### src/rtl/pipe_stage_reg.sv
// -----------------------------------------------------------------------------
// pipe_stage_reg
//
// Parametrised register between two pipeline stages (F/D, D/E, E/M, M/W).
// It carries a PC, a generic payload, an exception code and a branch-delay
// flag. A one-entry skid buffer lets the stage absorb one extra slot while
// downstream backpressures. The stage also implements stall bubbles, flush
// and exception redirect.
//
// Handshake (valid/ready):
//   - A slot transfers on a clock edge when valid and ready are both high on
//     that interface.
//   - in_ready is combinational. It never depends on in_valid.
//   - While out_valid && !out_ready, every out_* field holds steady.
//   - req and flush ignore out_ready. They override whatever is held.
//
// Ports:
//   clk         clock; all state updates on posedge
//   reset       synchronous, active-low reset
//   in_valid    upstream slot valid
//   in_ready    stage accepts the upstream slot this cycle
//   in_pc       upstream PC
//   in_data     upstream payload
//   in_exc      upstream exception code
//   in_bd       upstream branch-delay flag
//   stall       hazard stall: insert a bubble, do not consume upstream
//   flush       squash main and skid contents
//   req         exception request: redirect to HANDLER_PC
//   out_valid   output slot valid
//   out_ready   downstream consumes the output slot
//   out_bubble  output slot is an inserted bubble (payload zero)
//   out_pc      registered PC
//   out_data    registered payload
//   out_exc     registered exception code
//   out_bd      registered branch-delay flag
//   bubble_cnt  saturating count of stall bubbles inserted
// -----------------------------------------------------------------------------
module pipe_stage_reg #(
   parameter int              PC_W       = 32,
   parameter int              DATA_W     = 128,
   parameter int              EXC_W      = 5,
   parameter logic [PC_W-1:0] HANDLER_PC = 32'h0000_4180,
   parameter int              CNT_W      = 16
) (
   input  logic              clk,
   input  logic              reset,
   input  logic              in_valid,
   output logic              in_ready,
   input  logic [PC_W-1:0]   in_pc,
   input  logic [DATA_W-1:0] in_data,
   input  logic [EXC_W-1:0]  in_exc,
   input  logic              in_bd,
   input  logic              stall,
   input  logic              flush,
   input  logic              req,
   output logic              out_valid,
   input  logic              out_ready,
   output logic              out_bubble,
   output logic [PC_W-1:0]   out_pc,
   output logic [DATA_W-1:0] out_data,
   output logic [EXC_W-1:0]  out_exc,
   output logic              out_bd,
   output logic [CNT_W-1:0]  bubble_cnt
);

   // Skid slot. It is only ever valid while the main slot is valid and
   // blocked downstream.
   logic              skid_valid;
   logic [PC_W-1:0]   skid_pc;
   logic [DATA_W-1:0] skid_data;
   logic [EXC_W-1:0]  skid_exc;
   logic              skid_bd;

   logic adv;     // main slot may be reloaded this cycle
   logic accept;  // upstream slot is consumed this cycle

   assign adv      = !out_valid || out_ready;
   assign in_ready = !skid_valid && !stall && !flush && !req;
   assign accept   = in_valid && in_ready;

   always_ff @(posedge clk) begin
      if (!reset) begin
         out_valid  <= 1'b0;
         out_bubble <= 1'b0;
         out_pc     <= '0;
         out_data   <= '0;
         out_exc    <= '0;
         out_bd     <= 1'b0;
         skid_valid <= 1'b0;
         skid_pc    <= '0;
         skid_data  <= '0;
         skid_exc   <= '0;
         skid_bd    <= 1'b0;
         bubble_cnt <= '0;
      end else if (req) begin
         // Redirect to the handler. This is marked as a bubble so the
         // downstream stage does not execute it as a real instruction.
         out_valid  <= 1'b1;
         out_bubble <= 1'b1;
         out_pc     <= HANDLER_PC;
         out_data   <= '0;
         out_exc    <= '0;
         out_bd     <= 1'b0;
         skid_valid <= 1'b0;
         skid_pc    <= '0;
         skid_data  <= '0;
         skid_exc   <= '0;
         skid_bd    <= 1'b0;
      end else if (flush) begin
         out_valid  <= 1'b0;
         out_bubble <= 1'b0;
         out_pc     <= '0;
         out_data   <= '0;
         out_exc    <= '0;
         out_bd     <= 1'b0;
         skid_valid <= 1'b0;
         skid_pc    <= '0;
         skid_data  <= '0;
         skid_exc   <= '0;
         skid_bd    <= 1'b0;
      end else if (stall) begin
         if (adv && skid_valid) begin
            // The older buffered slot goes out ahead of any bubble.
            out_valid  <= 1'b1;
            out_bubble <= 1'b0;
            out_pc     <= skid_pc;
            out_data   <= skid_data;
            out_exc    <= skid_exc;
            out_bd     <= skid_bd;
            skid_valid <= 1'b0;
            skid_pc    <= '0;
            skid_data  <= '0;
            skid_exc   <= '0;
            skid_bd    <= 1'b0;
         end else if (adv) begin
            // The bubble keeps PC/exc/bd from upstream so that a later
            // exception can still be reported precisely against this slot.
            out_valid  <= 1'b1;
            out_bubble <= 1'b1;
            out_pc     <= in_pc;
            out_data   <= '0;
            out_exc    <= in_exc;
            out_bd     <= in_bd;
            if (bubble_cnt != {CNT_W{1'b1}})
               bubble_cnt <= bubble_cnt + 1'b1;
         end
      end else begin
         if (adv) begin
            if (skid_valid) begin
               // in_ready is low while skid_valid, so no refill can happen
               // in the same cycle.
               out_valid  <= 1'b1;
               out_bubble <= 1'b0;
               out_pc     <= skid_pc;
               out_data   <= skid_data;
               out_exc    <= skid_exc;
               out_bd     <= skid_bd;
               skid_valid <= 1'b0;
               skid_pc    <= '0;
               skid_data  <= '0;
               skid_exc   <= '0;
               skid_bd    <= 1'b0;
            end else if (accept) begin
               out_valid  <= 1'b1;
               out_bubble <= 1'b0;
               out_pc     <= in_pc;
               out_data   <= in_data;
               out_exc    <= in_exc;
               out_bd     <= in_bd;
            end else begin
               out_valid  <= 1'b0;
               out_bubble <= 1'b0;
               out_pc     <= '0;
               out_data   <= '0;
               out_exc    <= '0;
               out_bd     <= 1'b0;
            end
         end else if (accept) begin
            // Main slot is blocked downstream, so park the new slot.
            skid_valid <= 1'b1;
            skid_pc    <= in_pc;
            skid_data  <= in_data;
            skid_exc   <= in_exc;
            skid_bd    <= in_bd;
         end
      end
   end

endmodule

### config.mk
export PLATFORM = sky130hd
export DESIGN_NAME = pipe_stage_reg
export DESIGN_NICKNAME = d
export VERILOG_FILES = /design/src/rtl/pipe_stage_reg.sv
export SDC_FILE = /design/constraint.sdc
export NUM_CORES = 1
export LEC_CHECK = 0
export CAP_MARGIN = 20
export CELL_PAD_IN_SITES_DETAIL_PLACEMENT = 2
export CELL_PAD_IN_SITES_GLOBAL_PLACEMENT = 2
export CORE_MARGIN = 10
export CORE_UTILIZATION = 28
export DETAILED_ROUTE_END_ITERATION = 6
export PLACE_DENSITY_LB_ADDON = 0.1
export SYNTH_ARGS = -nofsm -noshare
export SYNTH_HDL_FRONTEND = slang
export SYNTH_SLANG_ARGS = --single-unit
### constraint.sdc
create_clock -name clk -period 2.59 [get_ports clk]
set_input_delay 0.3885 -clock clk [delete_from_list [all_inputs] [get_ports clk]]
set_output_delay 0.3885 -clock clk [all_outputs]
set_load 0.1 [all_outputs]
## Yosys cells after proc, flatten, opt, wreduce, memory -nomap -nowiden

Index checks and enable logic that the tools add are counted.
Widths: inputs -> output; s select.

| storage, ports and cells | value |
|---|---|
| bits of input ports | 173 |
| output and inout bits | 185 |
| register bits | 351 |
| word-level logic and storage cells | 105 |

| operators by class | value |
|---|---|
| add/sub/neg operators | 1 |
| bitwise gates (word level) | 4 |
| reductions and logical operators | 22 |
| eq/ne operators | 3 |
| multiplexer cells | 62 |

Operators by type and width:

| kind | number |
|---|---|
| $mux 128 | 11 |
| $mux 32 | 11 |
| $mux 5 | 11 |
| $mux 15 | 2 |
| $mux 1 | 27 |
| $add 16x1->16 const B | 1 |
| $ne 16x16->1 const B | 1 |
| $reduce_bool 4->1 | 2 |
| $reduce_and 2->1 | 3 |
| $reduce_and 6->1 | 1 |
| $logic_and 1x1->1 | 5 |
| $logic_not 1->1 | 5 |
| $not 1->1 | 4 |
| $reduce_bool 2->1 | 2 |
| $ne 3x3->1 const B | 1 |
| $reduce_and 3->1 | 1 |
| $reduce_bool 3->1 | 1 |
| $reduce_or 3->1 | 1 |
| $ne 2x1->1 const B | 1 |
| $logic_or 1x1->1 | 1 |

## Depth between registers and ports, before layout

Gate-level depths: netlist (run 1).

| logic depth | value |
|---|---|
| word-level depth | 11 |
| gate-level depth with buffers | 9 |
| gate-level depth less buffers | 5 |

## Worst setup path after synthesis (run 1)

No wires, ideal clock.

| timing path | value |
|---|---|
| path kind | register to register |
| from | reg bubble_cnt[0] |
| to | reg bubble_cnt[0] |
| setup slack | 20 ps |
| clock period less this slack | 2570 ps |
| path buffers | 1 |
| arrival time | 2446 ps |
| setup time | 124 ps |
| data required time | 2466 ps |
| stages on the path, launching flop included | 7 |
| cells stage by stage | dfxtp_1 ha_1 clkbuf_1 nand3_1 nor4_1 nor2_1 mux2i_1 |

| between the ends | value |
|---|---|
| longest elaborated chain between the ends | 2 |
| elaborated cells on any way between the ends | 3 |
| classes of those cells | add/sub: 1; eq/ne: 1; reduce/logical: 1 |

Ends and longest elaborated chain:

| element | RTL line | text |
|---|---|---|
| start: declaration | 63 | `output logic [CNT_W-1:0] bubble_cnt` |
| start signal: assignment | 145 | `bubble_cnt <= bubble_cnt + 1'b1;` |
| branches (longest 2 deep; another with $add 16x1->16) | - |  |

Parallel ways; which one is timed is not known.
A chain may end at the register's enable or synchronous reset.

## Worst setup path after layout (run 1)

| timing path | value |
|---|---|
| from | reg skid_valid |
| to | out in_ready |

| between the ends | value |
|---|---|
| longest elaborated chain between the ends | 4 |

Ends and longest elaborated chain:

| element | RTL line | text |
|---|---|---|
| start: declaration | 68 | `logic skid_valid;` |
| start signal: assignment | 89 | `skid_valid <= 1'b0;` |
| start signal: assignment | 104 | `skid_valid <= 1'b0;` |
| start signal: assignment | 116 | `skid_valid <= 1'b0;` |
| $logic_not 1->1 | 78 | `assign in_ready = !skid_valid && !stall && !flush && !req;` |
| $logic_and 1x1->1 (3 in series) | 78 |  |
| end: declaration | 48 | `output logic in_ready,` |

No other way between the ends.

==> results of run 1 <==
## final cells by class
cell class	instances	area share [%]
Tap cell	664	4.307
Inverter	9	0.1751
Multi-Input combinational cell	1135	31.23
Clock buffer	63	6.661
Antenna cell	5	0.06486
Sequential cell	351	36.44
Timing Repair Buffer	424	20.74
Clock inverter	9	0.3762
## registers in the layout, summed over array words and instances, names as in the netlist, 5 cells and up
register	flops
bubble_cnt	16
out_data	128
out_exc	5
out_pc	32
skid_data	128
skid_exc	5
skid_pc	32
## metrics by stage
stage	worst slack (ns)	power, mW	cell area, um^2	utilization [%]
floorplan	0.01967	6.329	13810	-
global placement	0.003083	6.954	17920	36.69
detailed placement	-0.03603	6.970	17920	36.69
CTS	0.3324	12.94	19280	39.47
global route	0.3155	13.25	19290	39.49
finish	0.3776	12.73	19290	39.49
## kinds of logic after synthesis
| family | Yosys count |
|---|---|
| buffers and inverters | 184 |
| adder cells (fa/ha/maj) | 1 |
| AO/OA/AOI/OAI | 468 |
| AND/OR/NAND/NOR | 658 |
| multiplexers | 8 |
| flip-flops | 351 |
## cell usage after synthesis (5+ instances only)
cell type  number  area share [%]
nand4_1         7            0.32
o31ai_1         5            0.27
o21ai_1        36             1.3
nor2_1        137             3.7
or4_1           5            0.27
a21oi_1        80             2.9
nand2b_1        8            0.36
clkbuf_1      142             3.9
buf_2          18            0.65
nand3_1       172             6.2
inv_1           9            0.24
mux2i_1         8            0.58
nand2_1       182             4.9
a221oi_1      131             8.3
o21ai_0       201             7.3
nor3_1        131             4.7
dfxtp_1       351              51
buf_6          10            0.82
## power by group
| part | internal (mW) | total (mW) | switching (mW) |
|---|---|---|---|
| sequential | 5.45 | 5.49 | 0.0354 |
| combinational | 0.478 | 1.36 | 0.877 |
| clock | 3.51 | 5.88 | 2.37 |
| total | 9.44 | 12.7 | 3.28 |
## path summary, 6_finish.rpt
kind	startpoint	endpoint	slack [ns]	cells past startpoint
max	skid_valid$_SDFFE_PP0P_	in_ready	0.38	3
min	in_data[117]	skid_data[117]$_SDFFE_PP0P_	0.43	3
max reg2reg	skid_valid$_SDFFE_PP0P_	skid_data[7]$_SDFFE_PP0P_	0.46	6
min reg2reg	skid_pc[26]$_SDFFE_PP0P_	skid_pc[26]$_SDFFE_PP0P_	0.45	2
## metal layers
metal  part of all wire [%]  track usage (%)  vias to the layer above
met5                  0.046                0                        -
met4                    1.8            4.568                        4
met3                    4.6            4.387                       57
met2                     49            33.21                      269
met1                     44            24.45                     7074
li1                       -                -                     6598
## worst register-to-register path, stage by stage (launching register included)
cell and delay (ns):
dfxtp_4 0.37, or4_4 0.59, o32ai_4 0.40, buf_12 0.23
buf_12 0.25, nand3_1 0.11, o21ai_0 0.10
==> results.sh, run 1 <==
export IMPL_drt_vias_per_instance=5.264
export IMPL_coreArea_um2=48850
export IMPL_io_buffer_count=357
export IMPL_rsz0062_at_grt="false"
export IMPL_fin_worst_skew_ns=0.01681
export IMPL_path_delay_family="simple AND/OR/NAND/NOR gates"
export IMPL_die_x_um=242.1
export IMPL_p_per_area_nw_per_um2=659.6
export IMPL_final_nets=2139
export IMPL_multiInputGateArea_um2=6025
export IMPL_cpMaxStageDelayCell="or4_4"
export IMPL_drt_first_pass_iters=5
export IMPL_vias=14000
export IMPL_drc=0
export IMPL_muxShareOfSynthArea_pct=0.5799
export IMPL_ys_types=38
export IMPL_worst_pin_slew_ns=1.078
export IMPL_cp_arrival_ns=1.82
export IMPL_path_class="register to output port"
export IMPL_num_io_pins=358
export IMPL_regArea_um2=7030
export IMPL_mostFrequentLayoutCells="dfxtp_1 (350), buf_4 (221), o21ai_0 (201)"
export IMPL_clk_pin_slew_ns=0.05
export IMPL_grt_pass1_wl_mm=92.43
export IMPL_die_area_um2=58600
export IMPL_finalWirelength_mm=58.71
export IMPL_synth_area_um2=13810
export IMPL_ys_seq_area_share_pct=50.88
export IMPL_synth_simple_area_share_pct=21.54
export IMPL_clk_path_buf_depth=3
export IMPL_cap_violations=0
export IMPL_synth_edff_count=0
export IMPL_root_buffer="clkbuf_16"
export IMPL_ys_flop_type="dfxtp_1"
export IMPL_antenna_found_initial=7
export IMPL_min_period_over_period_pct=85.42
export IMPL_cp_buffers_inverters=2
export IMPL_hold_viol=0
export IMPL_hp_class="primary input to register"
export IMPL_placedCellCount=2583
export IMPL_min_period_ns=2.212
export IMPL_synth_compound_area_share_pct=21.12
export IMPL_async_flop_share_pct=0
export IMPL_hold_slack_ns=0.4277
export IMPL_synth_xor_area_share_pct=0
export IMPL_dp_hpwl_mm=38.00
export IMPL_cpPeakStageDelay_ns=0.58
export IMPL_ant_nets=0
export IMPL_fillCellCount=5452
export IMPL_syn_area_per_cell_um2=8.269
export IMPL_grtUsageTotal_pct=19.46
export IMPL_crit_fanout=4
export IMPL_synth_cells=1670
export IMPL_fmax_mhz=452.0
export IMPL_cp_start_kind="register"
export IMPL_status="finished clean"
export IMPL_route_detailed_wl_per_inst_um=22.07
export IMPL_rows=81
export IMPL_globalplace_congestion=0.7587
export IMPL_cts_resized=0
export IMPL_htreeDepth=2
export IMPL_synth_fa_ha_area_share_pct=0.09060
export IMPL_die_h_um=242.1
export IMPL_synth_top_family_by_area="simple AND/OR/NAND/NOR gates"
export IMPL_syn_nets=1844
export IMPL_yosys_warnings=0
export IMPL_final_common_cell="dfxtp_1"
export IMPL_crit_path_end_kind="output port"
export IMPL_grt_max_degree=170
export IMPL_drv_slew=0
export IMPL_cts_inserted_buffers=44
export IMPL_setup_viol_count_final=0
export IMPL_synth_seq_cells=351
export IMPL_power_leakage_nw=7.052
export IMPL_clk_latency_ns=0.56
export IMPL_post_cts_buffers=0
export IMPL_overflow=0
export IMPL_drive_gt1_share_pct=16.42
export IMPL_slew_headroom_pct=28.16
export IMPL_required_ns=2.20
export IMPL_initial_core_util_pct=28.27
export IMPL_ctsHoldBuffers=0
export IMPL_cp_cell_sequence="or4_4, inv_1, buf_12"
export IMPL_area_delta_synth_final_pct=39.69
export IMPL_clock_sinks=351
export IMPL_fin_setup_tns_ns=0
export IMPL_grt_pass1_vias=15300
export IMPL_cts_tree="yes"
export IMPL_ir_drop_mv=0.3757
export IMPL_drt_iter0_markers=749
export IMPL_final_cells=2660
(Power assumes the default switching activity.)
==> run 2, diff against run 1 <==
--- a/config.mk
+++ b/config.mk
@@ -5,6 +5,7 @@
 export SDC_FILE = /design/constraint.sdc
 export NUM_CORES = 1
 export LEC_CHECK = 0
+export ABC_CLOCK_PERIOD_IN_PS = 2590
 export CAP_MARGIN = 20
 export CELL_PAD_IN_SITES_DETAIL_PLACEMENT = 2
 export CELL_PAD_IN_SITES_GLOBAL_PLACEMENT = 2
==> results of run 2 <==
No change in the layout: final DEF, timing and power equal those of run 1.
==> run 3, diff against run 2 <==
--- a/config.mk
+++ b/config.mk
@@ -12,7 +12,9 @@
 export CORE_MARGIN = 10
 export CORE_UTILIZATION = 28
 export DETAILED_ROUTE_END_ITERATION = 6
+export HOLD_SLACK_MARGIN = 0.08
 export PLACE_DENSITY_LB_ADDON = 0.1
+export RECOVER_POWER = 50
 export SYNTH_ARGS = -nofsm -noshare
 export SYNTH_HDL_FRONTEND = slang
 export SYNTH_SLANG_ARGS = --single-unit
==> results.sh, run 3 (synthesized netlist as in run 1, its figures left out) <==
export IMPL_reg_top3="out_data: 128 flops, skid_data: 128 flops"
export IMPL_drv_slew=0
export IMPL_io_buffer_count=357
export IMPL_htreeDepth=2
export IMPL_crit_path_end_kind="register"
export IMPL_rsz0062_at_grt="false"
export IMPL_reg2reg_depth=6
export IMPL_fmax_mhz=433.8
export IMPL_num_io_pins=358
export IMPL_path_class="register to register"
export IMPL_rows=81
export IMPL_clk_latency_ns=0.56
export IMPL_drive_gt1_share_pct=8.438
export IMPL_antenna_found_initial=7
export IMPL_ant_nets=0
export IMPL_worst_pin_slew_ns=1.286
export IMPL_post_cts_buffers=0
export IMPL_final_common_cell="dfxtp_1"
export IMPL_mostFrequentLayoutCells="dfxtp_1 (350), o21ai_0 (202), nand2_1 (182)"
export IMPL_globalplace_congestion=0.7587
export IMPL_fin_worst_skew_ns=0.01659
export IMPL_grt_pass1_wl_mm=92.43
export IMPL_clk_pin_slew_ns=0.05
export IMPL_power_leakage_nw=6.364
export IMPL_min_path_cells=3
export IMPL_min_period_ns=2.305
export IMPL_coreArea_um2=48850
export IMPL_fillCellCount=5601
export IMPL_setup_viol_count_final=0
export IMPL_area_delta_synth_final_pct=34.71
export IMPL_dp_hpwl_mm=38.00
export IMPL_drt_vias_per_instance=5.262
export IMPL_grt_pass1_vias=15300
export IMPL_finalWirelength_mm=58.66
export IMPL_hold_slack_ns=0.4286
export IMPL_placedCellCount=2583
export IMPL_overflow=0
export IMPL_route_detailed_wl_per_inst_um=22.05
export IMPL_cp_start_kind="register"
export IMPL_cts_inserted_buffers=44
export IMPL_grt_max_degree=170
export IMPL_p_per_area_nw_per_um2=681.4
export IMPL_slew_headroom_pct=14.64
export IMPL_ctsHoldBuffers=0
export IMPL_cts_tree="yes"
export IMPL_vias=14000
export IMPL_required_ns=3.08
export IMPL_clock_sinks=351
export IMPL_hold_viol=0
export IMPL_clk_path_buf_depth=3
export IMPL_final_cells=2660
export IMPL_drt_iter0_markers=688
export IMPL_drt_first_pass_iters=6
export IMPL_finalPower_mw=12.68
export IMPL_cap_violations=0
export IMPL_min_period_over_period_pct=89.00
export IMPL_ir_drop_mv=0.3756
export IMPL_grtUsageTotal_pct=19.46
export IMPL_initial_core_util_pct=28.27
export IMPL_cts_resized=0
export IMPL_final_nets=2139
export IMPL_die_x_um=242.1
export IMPL_root_buffer="clkbuf_16"
export IMPL_status="finished clean"
export IMPL_crit_fanout=10
export IMPL_die_h_um=242.1
export IMPL_hp_class="primary input to register"
export IMPL_fin_setup_tns_ns=0
export IMPL_die_area_um2=58600
export IMPL_drc=0
export IMPL_cp_arrival_ns=2.79
==> run 3: changes by cell type in the layout (fill, tap and decap cells not counted), sizes merged <==
cell | previous run | this run
buf | 252 | 63
clkbuf | 63 | 252
==> run 3: area by class of cell <==
cell class              count  area (um^2)  share of cell area, %
repair buffers            424         3331                  17.90
inverters                   9        33.78                 0.1816
diodes                      5        12.51                0.06726
clock buffers              63         1285                  6.907
clock inverters             9        72.57                 0.3901
well taps                 664        830.8                  4.466
flip-flops and latches    351         7030                  37.79
multi-input cells        1135         6007                  32.29
==> run 3: path summary, 6_finish.rpt <==
path | slack [ns] | startpoint | endpoint
hold reg to reg | 0.45 | skid_data[99]$_SDFFE_PP0P_ | skid_data[99]$_SDFFE_PP0P_
setup / recovery | 0.29 | skid_valid$_SDFFE_PP0P_ | bubble_cnt[12]$_SDFFE_PN0P_
hold / removal | 0.43 | in_data[117] | skid_data[117]$_SDFFE_PP0P_
setup reg to reg | 0.29 | skid_valid$_SDFFE_PP0P_ | bubble_cnt[12]$_SDFFE_PN0P_
==> run 3: worst max-delay path, cell delays in order, from the launching register on <==
cell and delay [ns]:
dfxtp_4 0.37, nor4b_1 0.60, clkbuf_1 0.22, nand4_1 0.10, clkbuf_1 0.26, or4_1 0.54
a21oi_1 0.15
==> run 3: metrics by stage <==
step | worst slack, ns | area, um^2 | util, %
global placement | 0.003083 | 17920 | 36.69
floorplan | 0.01967 | 13810 | -
global route | 0.1598 | 18600 | 38.08
CTS | 0.3324 | 19280 | 39.47
detailed placement | -0.03603 | 17920 | 36.69
finish | 0.2850 | 18600 | 38.08
==> run 3: report_power, final <==
group | leakage (nW) | switching [mW] | internal (mW)
logic | 2.86 | 0.875 | 0.434
clock network | 0.671 | 2.37 | 3.51
registers | 2.83 | 0.0344 | 5.45
total | 6.36 | 3.28 | 9.40
==> run 3: layer usage <==
metal | GRT usage [%] | up-vias | part of all wire, %
li1 | - | 6595 | -
met1 | 24.45 | 7076 | 44
met2 | 33.21 | 264 | 49
met3 | 4.387 | 59 | 4.5
met4 | 4.568 | 4 | 1.9
met5 | 0 | - | 0.046
